### src/rtl/data_bus_arbiter.sv
// Two-master, single-slave bus arbiter: round-robin grant, one registered
// transaction in flight, response steering and a slave-stall watchdog.
module data_bus_arbiter #(
  parameter int unsigned TIMEOUT     = 255,
  parameter logic        OWNER_RESET = 1'b1
) (
  input  logic        clk_i,
  input  logic        rst_n_i,

  input  logic        m0_req_i,
  input  logic        m0_we_i,
  input  logic [3:0]  m0_be_i,
  input  logic [31:0] m0_addr_i,
  input  logic [31:0] m0_wdata_i,
  output logic        m0_gnt_o,
  output logic        m0_rvalid_o,
  output logic [31:0] m0_rdata_o,
  output logic        m0_err_o,

  input  logic        m1_req_i,
  input  logic        m1_we_i,
  input  logic [3:0]  m1_be_i,
  input  logic [31:0] m1_addr_i,
  input  logic [31:0] m1_wdata_i,
  output logic        m1_gnt_o,
  output logic        m1_rvalid_o,
  output logic [31:0] m1_rdata_o,
  output logic        m1_err_o,

  output logic        s_req_o,
  output logic        s_we_o,
  output logic [3:0]  s_be_o,
  output logic [31:0] s_addr_o,
  output logic [31:0] s_wdata_o,
  input  logic        s_gnt_i,
  input  logic        s_rvalid_i,
  input  logic [31:0] s_rdata_i,

  output logic        busy_o,
  output logic        owner_o
);

  localparam int unsigned CW = (TIMEOUT == 0) ? 1 : $clog2(TIMEOUT + 1);
  // Saturating at TIMEOUT keeps the expiry compare live after a late slave grant.
  localparam logic [CW-1:0] CNT_SAT = (TIMEOUT == 0) ? {CW{1'b1}} : CW'(TIMEOUT);

  typedef enum logic [1:0] {IDLE, ADDR, RESP} state_t;

  state_t        state_reg, state_next;
  logic [CW-1:0] cnt_reg, cnt_next, cnt_inc;
  logic          owner_reg, owner_next;
  logic          last_owner_reg, last_owner_next;
  logic          we_reg, we_next;
  logic [3:0]    be_reg, be_next;
  logic [31:0]   addr_reg, addr_next;
  logic [31:0]   wdata_reg, wdata_next;

  logic          grant;
  logic          sel;
  logic          resp_valid;
  logic          resp_err;
  logic          timeout_hit;

  logic [1:0]    req;
  logic [1:0]    we_in;
  logic [3:0]    be_in    [2];
  logic [31:0]   addr_in  [2];
  logic [31:0]   wdata_in [2];

  logic [1:0]    gnt;
  logic [1:0]    rvalid;
  logic [1:0]    err;
  logic [31:0]   rdata    [2];

  assign req         = {m1_req_i, m0_req_i};
  assign we_in       = {m1_we_i, m0_we_i};
  assign be_in[0]    = m0_be_i;
  assign be_in[1]    = m1_be_i;
  assign addr_in[0]  = m0_addr_i;
  assign addr_in[1]  = m1_addr_i;
  assign wdata_in[0] = m0_wdata_i;
  assign wdata_in[1] = m1_wdata_i;

  assign sel         = (req == 2'b11) ? ~last_owner_reg : req[1];
  assign timeout_hit = (TIMEOUT != 0) && (cnt_reg == CNT_SAT);
  assign cnt_inc     = (cnt_reg == CNT_SAT) ? cnt_reg : cnt_reg + CW'(1);

  always_comb begin
    state_next      = state_reg;
    cnt_next        = cnt_reg;
    owner_next      = owner_reg;
    last_owner_next = last_owner_reg;
    we_next         = we_reg;
    be_next         = be_reg;
    addr_next       = addr_reg;
    wdata_next      = wdata_reg;
    grant           = 1'b0;
    resp_valid      = 1'b0;
    resp_err        = 1'b0;

    case (state_reg)
      IDLE: begin
        // Grant is suppressed while reset is held so every output reads 0.
        if ((|req) && rst_n_i) begin
          grant           = 1'b1;
          owner_next      = sel;
          last_owner_next = sel;
          we_next         = we_in[sel];
          be_next         = be_in[sel];
          addr_next       = addr_in[sel];
          wdata_next      = wdata_in[sel];
          cnt_next        = '0;
          state_next      = ADDR;
        end
      end
      ADDR: begin
        cnt_next = cnt_inc;
        if (s_gnt_i) begin
          state_next = RESP;
        end else if (timeout_hit) begin
          resp_valid = 1'b1;
          resp_err   = 1'b1;
          state_next = IDLE;
        end
      end
      RESP: begin
        cnt_next = cnt_inc;
        // A real response on the expiry cycle takes priority over the error.
        if (s_rvalid_i) begin
          resp_valid = 1'b1;
          state_next = IDLE;
        end else if (timeout_hit) begin
          resp_valid = 1'b1;
          resp_err   = 1'b1;
          state_next = IDLE;
        end
      end
      default: state_next = IDLE;
    endcase
  end

  always_ff @(posedge clk_i or negedge rst_n_i) begin
    if (!rst_n_i) begin
      state_reg      <= IDLE;
      cnt_reg        <= '0;
      owner_reg      <= 1'b0;
      last_owner_reg <= OWNER_RESET;
      we_reg         <= 1'b0;
      be_reg         <= '0;
      addr_reg       <= '0;
      wdata_reg      <= '0;
    end else begin
      state_reg      <= state_next;
      cnt_reg        <= cnt_next;
      owner_reg      <= owner_next;
      last_owner_reg <= last_owner_next;
      we_reg         <= we_next;
      be_reg         <= be_next;
      addr_reg       <= addr_next;
      wdata_reg      <= wdata_next;
    end
  end

  for (genvar gi = 0; gi < 2; gi++) begin : g_master
    assign gnt[gi]    = grant && (sel == 1'(gi));
    assign rvalid[gi] = resp_valid && (owner_reg == 1'(gi));
    assign err[gi]    = rvalid[gi] && resp_err;
    assign rdata[gi]  = (rvalid[gi] && !resp_err) ? s_rdata_i : '0;
  end

  assign m0_gnt_o    = gnt[0];
  assign m0_rvalid_o = rvalid[0];
  assign m0_err_o    = err[0];
  assign m0_rdata_o  = rdata[0];
  assign m1_gnt_o    = gnt[1];
  assign m1_rvalid_o = rvalid[1];
  assign m1_err_o    = err[1];
  assign m1_rdata_o  = rdata[1];

  assign s_req_o   = (state_reg == ADDR);
  assign s_we_o    = we_reg;
  assign s_be_o    = be_reg;
  assign s_addr_o  = addr_reg;
  assign s_wdata_o = wdata_reg;
  assign busy_o    = (state_reg != IDLE);
  assign owner_o   = owner_reg;

endmodule

### config.mk
export PLATFORM = sky130hd
export DESIGN_NAME = data_bus_arbiter
export DESIGN_NICKNAME = d
export VERILOG_FILES = /design/src/rtl/data_bus_arbiter.sv
export SDC_FILE = /design/constraint.sdc
export NUM_CORES = 1
export LEC_CHECK = 0
export BUFFER_PORTS_ARGS = -buffer_cell sky130_fd_sc_hd__buf_2
export CORE_AREA = 3 3 122 124
export DETAILED_ROUTE_END_ITERATION = 10
export DIE_AREA = 0 0 125 127
export GPL_TIMING_DRIVEN = 0
export PLACE_DENSITY = 0.66
export SLEW_MARGIN = 20
export SYNTH_ARGS = -nofsm -noshare
export SYNTH_HDL_FRONTEND = slang
export SYNTH_SLANG_ARGS = --single-unit
### constraint.sdc
create_clock -name clk_i -period 1.8 [get_ports clk_i]
set_input_delay 0 -clock clk_i [delete_from_list [all_inputs] [get_ports clk_i]]
set_output_delay 0 -clock clk_i [all_outputs]
set_load 0.02 [all_outputs]
==> summary.md, run 1 <==
| Metric | Value |
|---|---|
| Setup crit start kind | register |
| Setup TNS | -23.32 ns |
| Ys Warns | 0 |
| Sequential area share after synthesis | 47.2% |
| Nets | 1,161 |
| Post-synth top cells | 108 x nand2_1, 80 x dfrtp_1, 77 x o21ai_0 |
| Antenna violations before repair | 1 |
| DR WL/cell | 20.7 um |
| CP dominant cell by count | buf_6 |
| Residual DRC count | 0 |
| Clock slew at reported path FFs | 0.07 ns |
| I/O Pins | 318 |
| Via count of the routed design | 5,995 |
| Max cap viols | 0 |
| RSZ-0062 raised after global routing | yes |
| CTS Hold Buffers Added | 124 |
| Final Hold Violating Endpoints | 51 |
| Power Density | 1030 nW/um2 |
| Post-route cell area | 9830 um2 |
| Mapped Nets | 674 |
| Inst Count DP | 991 |
| First-pass GRT wire length | 34.6 mm |
| Worst setup margin | -0.417 ns |
| Remaining Overflow, GRT | 0 |
| Top-area cell type share of the netlist area | 46.6% |
| Kind of cell adding the most delay to the critical path | simple AND/OR/NAND/NOR gates |
| Main synth FF type | dfrtp_1 |
| Routed WL | 24.1 mm |
| P_int | 5760 uW |
| Synth unique cells | 30 |
| Crit-path slowest cell | dfrtp_2 |
| Nature of the critical path endpoint | primary output |
| Total Power | 10,100 uW |
| Tcrit/Tclk final | 123% |
| CP Buf/Inv Count | 4 |
| Reg2Reg Depth | 7 |
| Leakage power total | 0.00475 uW |
| Fmax | 451 MHz |
| Worst vdd ir | 0.629 mV |
| Fillcell total | 904 |
| Switching share of power | 43.1% |
| Vias per inst | 5.14 |
| Max FO, Critical Path | 7 |
| TritonCTS Sinks | 81 |
| Actual slew at the worst max-slew pin | 0.527 ns |
| Die area | 15,900 um2 |
| Max Slew Vio Count | 0 |
| Share of cells above drive strength 1 | 54.3% |
| Global Route Usage Sum | 27.5% |
| Status | finished with violations |
| Switching power | 4360 uW |
| Hold WS | -0.0982 ns |
| Hold WC Path Type | in -> async |
| CP cell instances | inv_2, ha_4, nor2b_4, or2_4, nand4b_1, buf_6, clkbuf_16, nor2_4, buf_6 |
| DR pass1 iterations | 5 |
| Final setup vio count | 74 |
| Num CTS Buffers | 9 |
| Chip height | 127 um |
| Area growth syn-to-layout | 129% |
| Area of the core | 13,900 um2 |
| Post-Layout Cell Count | 1,166 |
| Max incr delay on CP | 0.45 ns |
| Placer Congestion | 0.814 |
| Most common cell in the netlist | nand2_1 |
| Clock buffer depth | 2 |
| H-tree lvl count | 3 |
| Clk Latency, worst-skew pair | 0.34 ns |
| Worst path depth | 9 |
| Data required time at the worst endpoint | 1.80 ns |
| Mapped Area | 4300 um2 |
| CP arrival | 2.22 ns |
| DIE WIDTH | 125 um |
| Largest cells by area after synthesis | dfrtp_1 47%, mux2i_1 16%, nand2_1 9.4% |
| Port bufs | 317 |
| Pin count of the biggest net entering global routing | 53 |
| Mapped Cells | 493 |
| Slew headroom | 64.7% |
| Part of the power in registers | 30.7% |
| WS Path Type | reg -> out |
| DRT iter0 DRCs | 373 |
| Failing checks | negative hold slack, negative setup slack |
| Post-DRT Antenna Nets | 0 |
| Comb power frac | 50.3% |
| Site row count | 43 |
| Final HPWL DP | 12.9 mm |
| Placed Instance Area | 6290 um2 |
| Number of synthesized flops with an enable pin | 0 |
| Worst Skew | 0.00955 ns |
| Area leader, netlist | dfrtp_1 |
| Avg Cell Area, Syn | 8.72 um2 |
| Vias in the first global route | 6,489 |
| CTS tree | yes |
| Clk pwr share | 19.0% |
| Tmin final | 2.22 ns |
| Clock Root Buffer | clkbuf_16 |
| Dpl ws | -0.661 ns |
| Initial core utilization | 31.0% |
| Async SR Flop Fraction | 100% |
| #FFs+latches synth | 81 |
==> through the flow <==
stage                     hold slack, ns  utilization (%)
after floorplan                   -0.296                -
after global placement             0.281             45.1
after detailed placement         -0.0312             45.3
after CTS                         -0.106             68.0
after global routing             -0.0832             70.8
final                            -0.0982             70.8
==> cells by family (layout without fill, tap and decap cells) <==
family          Yosys count  after routing  share of synthesized area (%)
buf+inv                  41            533                           4.13
simple gates            201            201                           19.0
mux                      70             70                           16.3
fa+ha+maj                 5              5                           1.46
compound gates           95             95                           11.9
flops                    81             81                           47.2
other cells               0              1                              0
==> layer usage <==
metal	GRT usage, %	wire, um	share of wire [%]	vias up
met4	18.9	1530	6.3	0
met1	27.6	8290	34	2812
met5	0	0	0	-
met3	5.69	1720	7.1	121
met2	51.0	12600	52	419
li1	-	-	-	2643
==> layout by cell type, fill, tap and decap left out, types with 16 or more instances in the layout <==
| cell | count |
|---|---|
| buf_2 | 259 |
| buf_4 | 22 |
| buf_6 | 76 |
| clkbuf_16 | 20 |
| dfrtp_1 | 79 |
| dlygate4sd3_1 | 119 |
| mux2i_1 | 70 |
| nand2_1 | 76 |
| nand2_4 | 16 |
| nor2_4 | 64 |
| o21ai_0 | 72 |
==> final timing paths <==
path	slack (ns)	endpoint	from
worst max register to register	-0.19	cnt_reg[7]	state_reg[1]
max in group asynchronous	1.05	s_addr_o[20]	rst_n_i
worst min register to register	0.48	s_addr_o[2]	s_addr_o[2]
worst min-delay path	-0.1	s_wdata_o[7]	rst_n_i
min in group clk_i	-0.01	s_addr_o[25]	m0_addr_i[25]
worst max-delay path	-0.42	m0_rdata_o[14]	state_reg[1]
==> worst register-to-register path, delay by kind of cell (launching register included) <==
kind,cells,cell delay [ns]
and+or+nand+nor,2,0.56
DFF,1,0.43
AOI/OAI and AO/OA,2,0.43
adders and majority gates,1,0.30
buffers and inverters,2,0.20
==> power by group through the flow <==
| stage | sequential (uW) | clock [uW] | combinational [uW] |
|---|---|---|---|
| after global placement | 3050 | 0 | 3940 |
| after floorplan | 3990 | 0 | 1460 |
| after CTS | 3060 | 1970 | 4700 |
| final | 3110 | 1930 | 5090 |
| after global routing | 3190 | 2030 | 5400 |
| after detailed placement | 3070 | 0 | 4020 |
==> final cells by class <==
cell class                      count  area [um2]  share of cell area [%]
Multi-Input combinational cell    371        3080                    31.3
Timing Repair Buffer              477        3790                    38.6
Sequential cell                    81        2030                    20.7
Clock buffer                       10         239                    2.43
Antenna cell                        1        2.50                  0.0255
Tap cell                          180         225                    2.29
Clock inverter                      6        72.6                   0.739
Inverter                            7        31.3                   0.318
Buffer                             33         354                    3.60
==> what timing repair did <==
| item | CTS | global route |
|---|---|---|
| setup buffers | 18 | 9 |
| resized for setup | 325 | 85 |
| cloned | 8 | 0 |
| endpoints found under the setup margin | 149 | 122 |
| hold endpoints to repair | 101 | 49 |
| pin swaps | 50 | 29 |
(Power assumes the default switching activity.)
==> run 2: changes to the inputs <==
==> constraint.sdc (replaced) <==
create_clock -name clk_i -period 1.8 [get_ports clk_i]
set_input_delay 0.18 -clock clk_i [delete_from_list [all_inputs] [get_ports clk_i]]
set_output_delay 0.18 -clock clk_i [all_outputs]
set_load 0.02 [all_outputs]
==> run 2 against run 1 <==
Effect of this change:
- the flow finishes with violations (negative setup slack)
- flip-flop and latch count unchanged
- die area unchanged
- clock-buffer cell count did not move
- setup slack worse by 0.027 ns
- first-iteration DRC count down 58%
- utilization decreased by 9.3 points
- combinational power decreased by 9.0%
- sequential power fell by 1%
- routed wire length is 24% lower
- fmax shrank 1.2%
- global-route usage fell by 6.3 points
- clock skew decreased by 0.0011 ns
==> summary.md, run 2 (synthesis gave the netlist of run 1 again) <==
| Metric | Value |
|---|---|
| Worst reg2reg path endpoint | cnt_reg[7] |
| Share of cells above drive strength 1 | 61.3% |
| Leakage power total | 0.00425 uW |
| Worst vdd ir | 0.560 mV |
| Hold EP | s_be_o[2] |
| Nature of the critical path endpoint | primary output |
| Pin count of the biggest net entering global routing | 52 |
| Dpl ws | -0.534 ns |
| Initial core utilization | 31.0% |
| WS Path Type | reg -> out |
| Clk Latency, worst-skew pair | 0.34 ns |
| Site row count | 43 |
| Post-Layout Cell Count | 1,043 |
| Nets | 1,039 |
| First-pass GRT wire length | 26.8 mm |
| Final Hold Violating Endpoints | 0 |
| Max Slew Vio Count | 0 |
| Residual DRC count | 0 |
| H-tree lvl count | 3 |
| CTS tree | yes |
| RSZ-0062 raised after global routing | yes |
| I/O Pins | 318 |
| Port bufs | 317 |
| Placer Congestion | 0.836 |
| Hold WC Path Type | in -> reg |
| DRT iter0 DRCs | 157 |
| DR pass1 iterations | 4 |
| Fmax | 446 MHz |
| Inst Count DP | 991 |
| Hold Crit Depth | 3 |
| DIE WIDTH | 125 um |
| CP Launch Point | state_reg[0] |
| Max cap viols | 0 |
| R2r setup slk | -0.20 ns |
| Status | finished with violations |
| Tcrit/Tclk final | 125% |
| Commonest non-fill, non-tap cell in the layout | buf_2 |
| Total Power | 9610 uW |
| Vias per inst | 4.73 |
| Data required time at the worst endpoint | 1.62 ns |
| Failing checks | negative setup slack |
| Routed WL | 18.4 mm |
| Area of the core | 13,900 um2 |
| Clock slew at reported path FFs | 0.07 ns |
| Via count of the routed design | 4,937 |
| Power Density | 1130 nW/um2 |
| Final setup vio count | 76 |
| Worst Skew | 0.00843 ns |
| Clock buffer depth | 2 |
| Number of diodes | 0 |
| Num CTS Buffers | 9 |
| Tmin final | 2.24 ns |
| Setup crit start kind | register |
| Reg2Reg Depth | 8 |
| Global Route Usage Sum | 21.2% |
| Area growth syn-to-layout | 98.4% |
| Antenna violations before repair | 0 |
| Vias in the first global route | 5,049 |
| TritonCTS Sinks | 81 |
| Post-route cell area | 8530 um2 |
| Reg-to-Reg Start | state_reg[1] |
| Remaining Overflow, GRT | 0 |
| Final HPWL DP | 12.8 mm |
| HP Start | m0_be_i[2] |
| Die area | 15,900 um2 |
| Post-DRT Antenna Nets | 0 |
| Actual slew at the worst max-slew pin | 0.565 ns |
| Clock Root Buffer | clkbuf_16 |
| Max FO, Critical Path | 8 |
| Chip height | 127 um |
| DR WL/cell | 17.6 um |
| Slew headroom | 62.2% |
| Hold WS | 0.126 ns |
| Placed Instance Area | 6690 um2 |
| Most frequent cells in the layout | 259 x buf_2, 80 x dfrtp_1, 79 x buf_6 |
| CP arrival | 2.06 ns |
| Worst setup margin | -0.444 ns |
-- run 2: changes by cell type in the layout (fill, tap and decap cells not counted), sizes merged --
| cell | delta |
|---|---|
| clkinv | -1 |
| buf | -7 |
| diode | -1 |
| dlygate4sd3 | -118 |
| clkbuf | +3 |
| inv | -1 |
| clkinvlp | +2 |
-- run 2: timing repair --
action,CTS,global route
endpoints found under the hold margin,29,0
cloned,8,2
setup endpoints to repair,148,103
setup buffers,15,12
hold buffers,2,0
resized for setup,213,96
pin swaps,25,17
-- run 2: worst max path at each step --
stage / cells after the start / slack, ns / endpoint
6_report: 9 / -0.44 / m0_rdata_o[29]
5_1_grt: 9 / -0.52 / m1_rdata_o[12]
4_1_cts: 9 / -0.45 / m0_rdata_o[2]
3_5_place_dp: 7 / -0.53 / m0_gnt_o
3_3_place_gp: 6 / -1.83 / m0_gnt_o
2_1_floorplan: 7 / -0.05 / m0_rdata_o[22]
-- run 2: power breakdown --
part	internal (uW)	switching [uW]	total, uW	leakage [uW]
clock network	1130	789	1920	0.000147
registers	2620	441	3070	0.00101
logic	1810	2820	4630	0.00308
-- run 2: layout make-up --
type	instances	area [um2]
buffer	32	363
multi-input combinational	371	3000
clock inverter	6	73.8
fill	1146	5350
inverter	7	33.8
timing repair buffer	356	2570
tap	180	225
clock buffer	10	239
sequential	81	2030
-- run 2: per-stage QoR --
step	TNS, ns	utilization [%]
after floorplan	-2.31	-
after global placement	-166.10	48.0
after detailed placement	-54.30	48.2
after CTS	-29.09	57.8
after global routing	-35.34	61.4
final	-29.22	61.4
-- run 2: worst max-delay path: stages (launching register included) --
cell       delay, ns
dfrtp_1         0.40
buf_6           0.13
ha_4            0.16
nor2b_4         0.14
o2111ai_4       0.21
buf_12          0.19
clkbuf_16       0.18
nand2_4         0.08
nor2_4          0.11
buf_6           0.12
-- run 2: per-layer routing --
| metal | GRT usage [%] | share of wire, % | vias to the layer above |
|---|---|---|---|
| met5 | 0 | 0 | - |
| met4 | 8.55 | 2.9 | 0 |
| met3 | 4.35 | 6.2 | 27 |
| met2 | 39.4 | 53 | 223 |
| met1 | 23.8 | 38 | 2294 |
| li1 | - | - | 2393 |
==> run 3: changes to the inputs <==
Settings changed: SETUP_SLACK_MARGIN set to 0.2.
==> run 3 against run 2 <==
Effect of this change:
- the flow finishes with violations (negative hold slack, negative setup slack)
- clock skew up 0.0015 ns
- combinational power is 19% higher
- routed wire length rose by 2.1%
- largest cell class unchanged
- largest power group unchanged
==> summary.md, run 3 (synthesis gave the netlist of run 1 again) <==
| Metric | Value |
|---|---|
| Status | finished with violations |
| Failing checks | negative hold slack, negative setup slack |
| Port bufs | 317 |
| DR pass1 iterations | 4 |
| Worst Skew | 0.00995 ns |
| Nature of the critical path endpoint | primary output |
| CTS tree | yes |
| Data required time at the worst endpoint | 1.62 ns |
| Worst vdd ir | 0.624 mV |
| Reg-to-Reg Start | state_reg[1] |
| Leakage power total | 0.00443 uW |
| Inst Count DP | 991 |
| Final Hold Violating Endpoints | 49 |
| Fillcell total | 1,102 |
| Die area | 15,900 um2 |
| WS Path Type | reg -> out |
| Clk Latency, worst-skew pair | 0.33 ns |
| Global Route Usage Sum | 20.8% |
| I/O Pins | 318 |
| H-tree lvl count | 3 |
| Max FO, Critical Path | 6 |
| Commonest non-fill, non-tap cell in the layout | buf_2 |
| Via count of the routed design | 5,083 |
| Setup crit start kind | register |
| Routed WL | 18.8 mm |
| Tcrit/Tclk final | 127% |
| Max Slew Vio Count | 0 |
| Residual DRC count | 0 |
| Final HPWL DP | 12.9 mm |
| Initial core utilization | 31.0% |
| Fmax | 439 MHz |
| Share of cells above drive strength 1 | 70.0% |
| Max cap viols | 0 |
| Worst reg2reg path endpoint | cnt_reg[7] |
| CTS Hold Buffers Added | 3 |
| First-pass GRT wire length | 26.4 mm |
| Reg2Reg Depth | 9 |
| Area growth syn-to-layout | 108% |
| CP arrival | 2.10 ns |
| Hold WC Path Type | in -> async |
| Area of the core | 13,900 um2 |
| Vias per inst | 4.84 |
| Num CTS Buffers | 9 |
| Clock buffer depth | 2 |
| Site row count | 43 |
| Number of diodes | 0 |
| Tmin final | 2.28 ns |
| Final setup vio count | 77 |
| Clock Root Buffer | clkbuf_16 |
| Slew headroom | 59.1% |
| DRT iter0 DRCs | 116 |
| R2r setup slk | -0.30 ns |
| Antenna violations before repair | 0 |
| Actual slew at the worst max-slew pin | 0.612 ns |
| DR WL/cell | 17.9 um |
| RSZ-0062 raised after global routing | yes |
| Power Density | 1180 nW/um2 |
| Most frequent cells in the layout | 247 x buf_2, 79 x dfrtp_1, 73 x nand2_1 |
| Vias in the first global route | 5,083 |
| Post-Layout Cell Count | 1,050 |
| Pin count of the biggest net entering global routing | 53 |
| Hold WS | -0.159 ns |
| Worst setup margin | -0.478 ns |
| Placer Congestion | 0.859 |
| Dpl ws | -0.594 ns |
| TritonCTS Sinks | 81 |
| Post-DRT Antenna Nets | 0 |
| Nets | 1,046 |
| Chip height | 127 um |
| DIE WIDTH | 125 um |
| Remaining Overflow, GRT | 0 |
| Clock slew at reported path FFs | 0.07 ns |
run 3: changes by cell type in the layout (fill, tap and decap cells not counted), moves of 5 or more:
cell and change:
nand2_2 +7, o21ai_2 +64, buf_12 +5, o21ai_1 +7, buf_8 +6, buf_6 -12
buf_4 +20, o21ai_0 -71, buf_2 -12
run 3: cell type report:
class,instances,area [um2],share of cell area [%]
clock buffer,10,239,2.68
buffer,34,513,5.74
sequential,81,2030,22.7
clock inverter,6,71.3,0.799
timing repair buffer,361,2590,29.0
multi-input combinational,371,3220,36.1
inverter,7,36.3,0.406
tap,180,225,2.52
run 3: per-stage QoR:
step                util [%]  TNS, ns  power (uW)  area (um2)
floorplan                  -    -2.31        5530        4850
global route            64.3   -39.90       11100        8930
global placement        48.0  -165.94        7120        6670
detailed placement      48.2   -59.28        7190        6700
finish                  64.3   -30.70       10500        8930
CTS                     56.1   -32.25        9350        7780
run 3: critical path, cell delays in order, from the launching register on:
cell and delay (ns):
dfrtp_1 0.39, ha_1 0.23, nand3_2 0.15, o21ai_2 0.18
nand4b_1 0.19, buf_6 0.21, clkbuf_16 0.18, nor2_4 0.11
buf_6 0.13
run 3: how the worst max path moves through the flow:
stage | startpoint | to | slack [ns] | cells after the start
after floorplan | state_reg[1] | m0_rdata_o[22] | -0.05 | 7
after global placement | rst_n_i | cnt_reg[7] | -1.75 | 5
after detailed placement | rst_n_i | cnt_reg[7] | -0.59 | 6
after CTS | state_reg[1] | m0_rdata_o[25] | -0.49 | 9
after global routing | cnt_reg[1] | m0_rdata_o[17] | -0.61 | 8
final | cnt_reg[0] | m0_rdata_o[17] | -0.48 | 8
run 3: timing repair:
item | in CTS | in global routing
endpoints found under the hold margin | 31 | 49
setup buffers | 14 | 12
resized for setup | 140 | 347
endpoints found under the setup margin | 150 | 151
pin swaps | 5 | 35
cloned | 8 | 6
run 3: per-layer routing:
metal	vias to the layer above	global-route usage (%)	share of wire (%)
met1	2425	22.4	37
met2	227	40.9	56
met3	19	4.14	5.6
met5	-	0	0
li1	2412	-	-
met4	0	5.80	1.7
run 3: power breakdown:
| group | internal [uW] | total, uW | switching (uW) |
|---|---|---|---|
| logic | 2290 | 5520 | 3230 |
| registers | 2630 | 3090 | 462 |
| clock network | 1130 | 1910 | 785 |
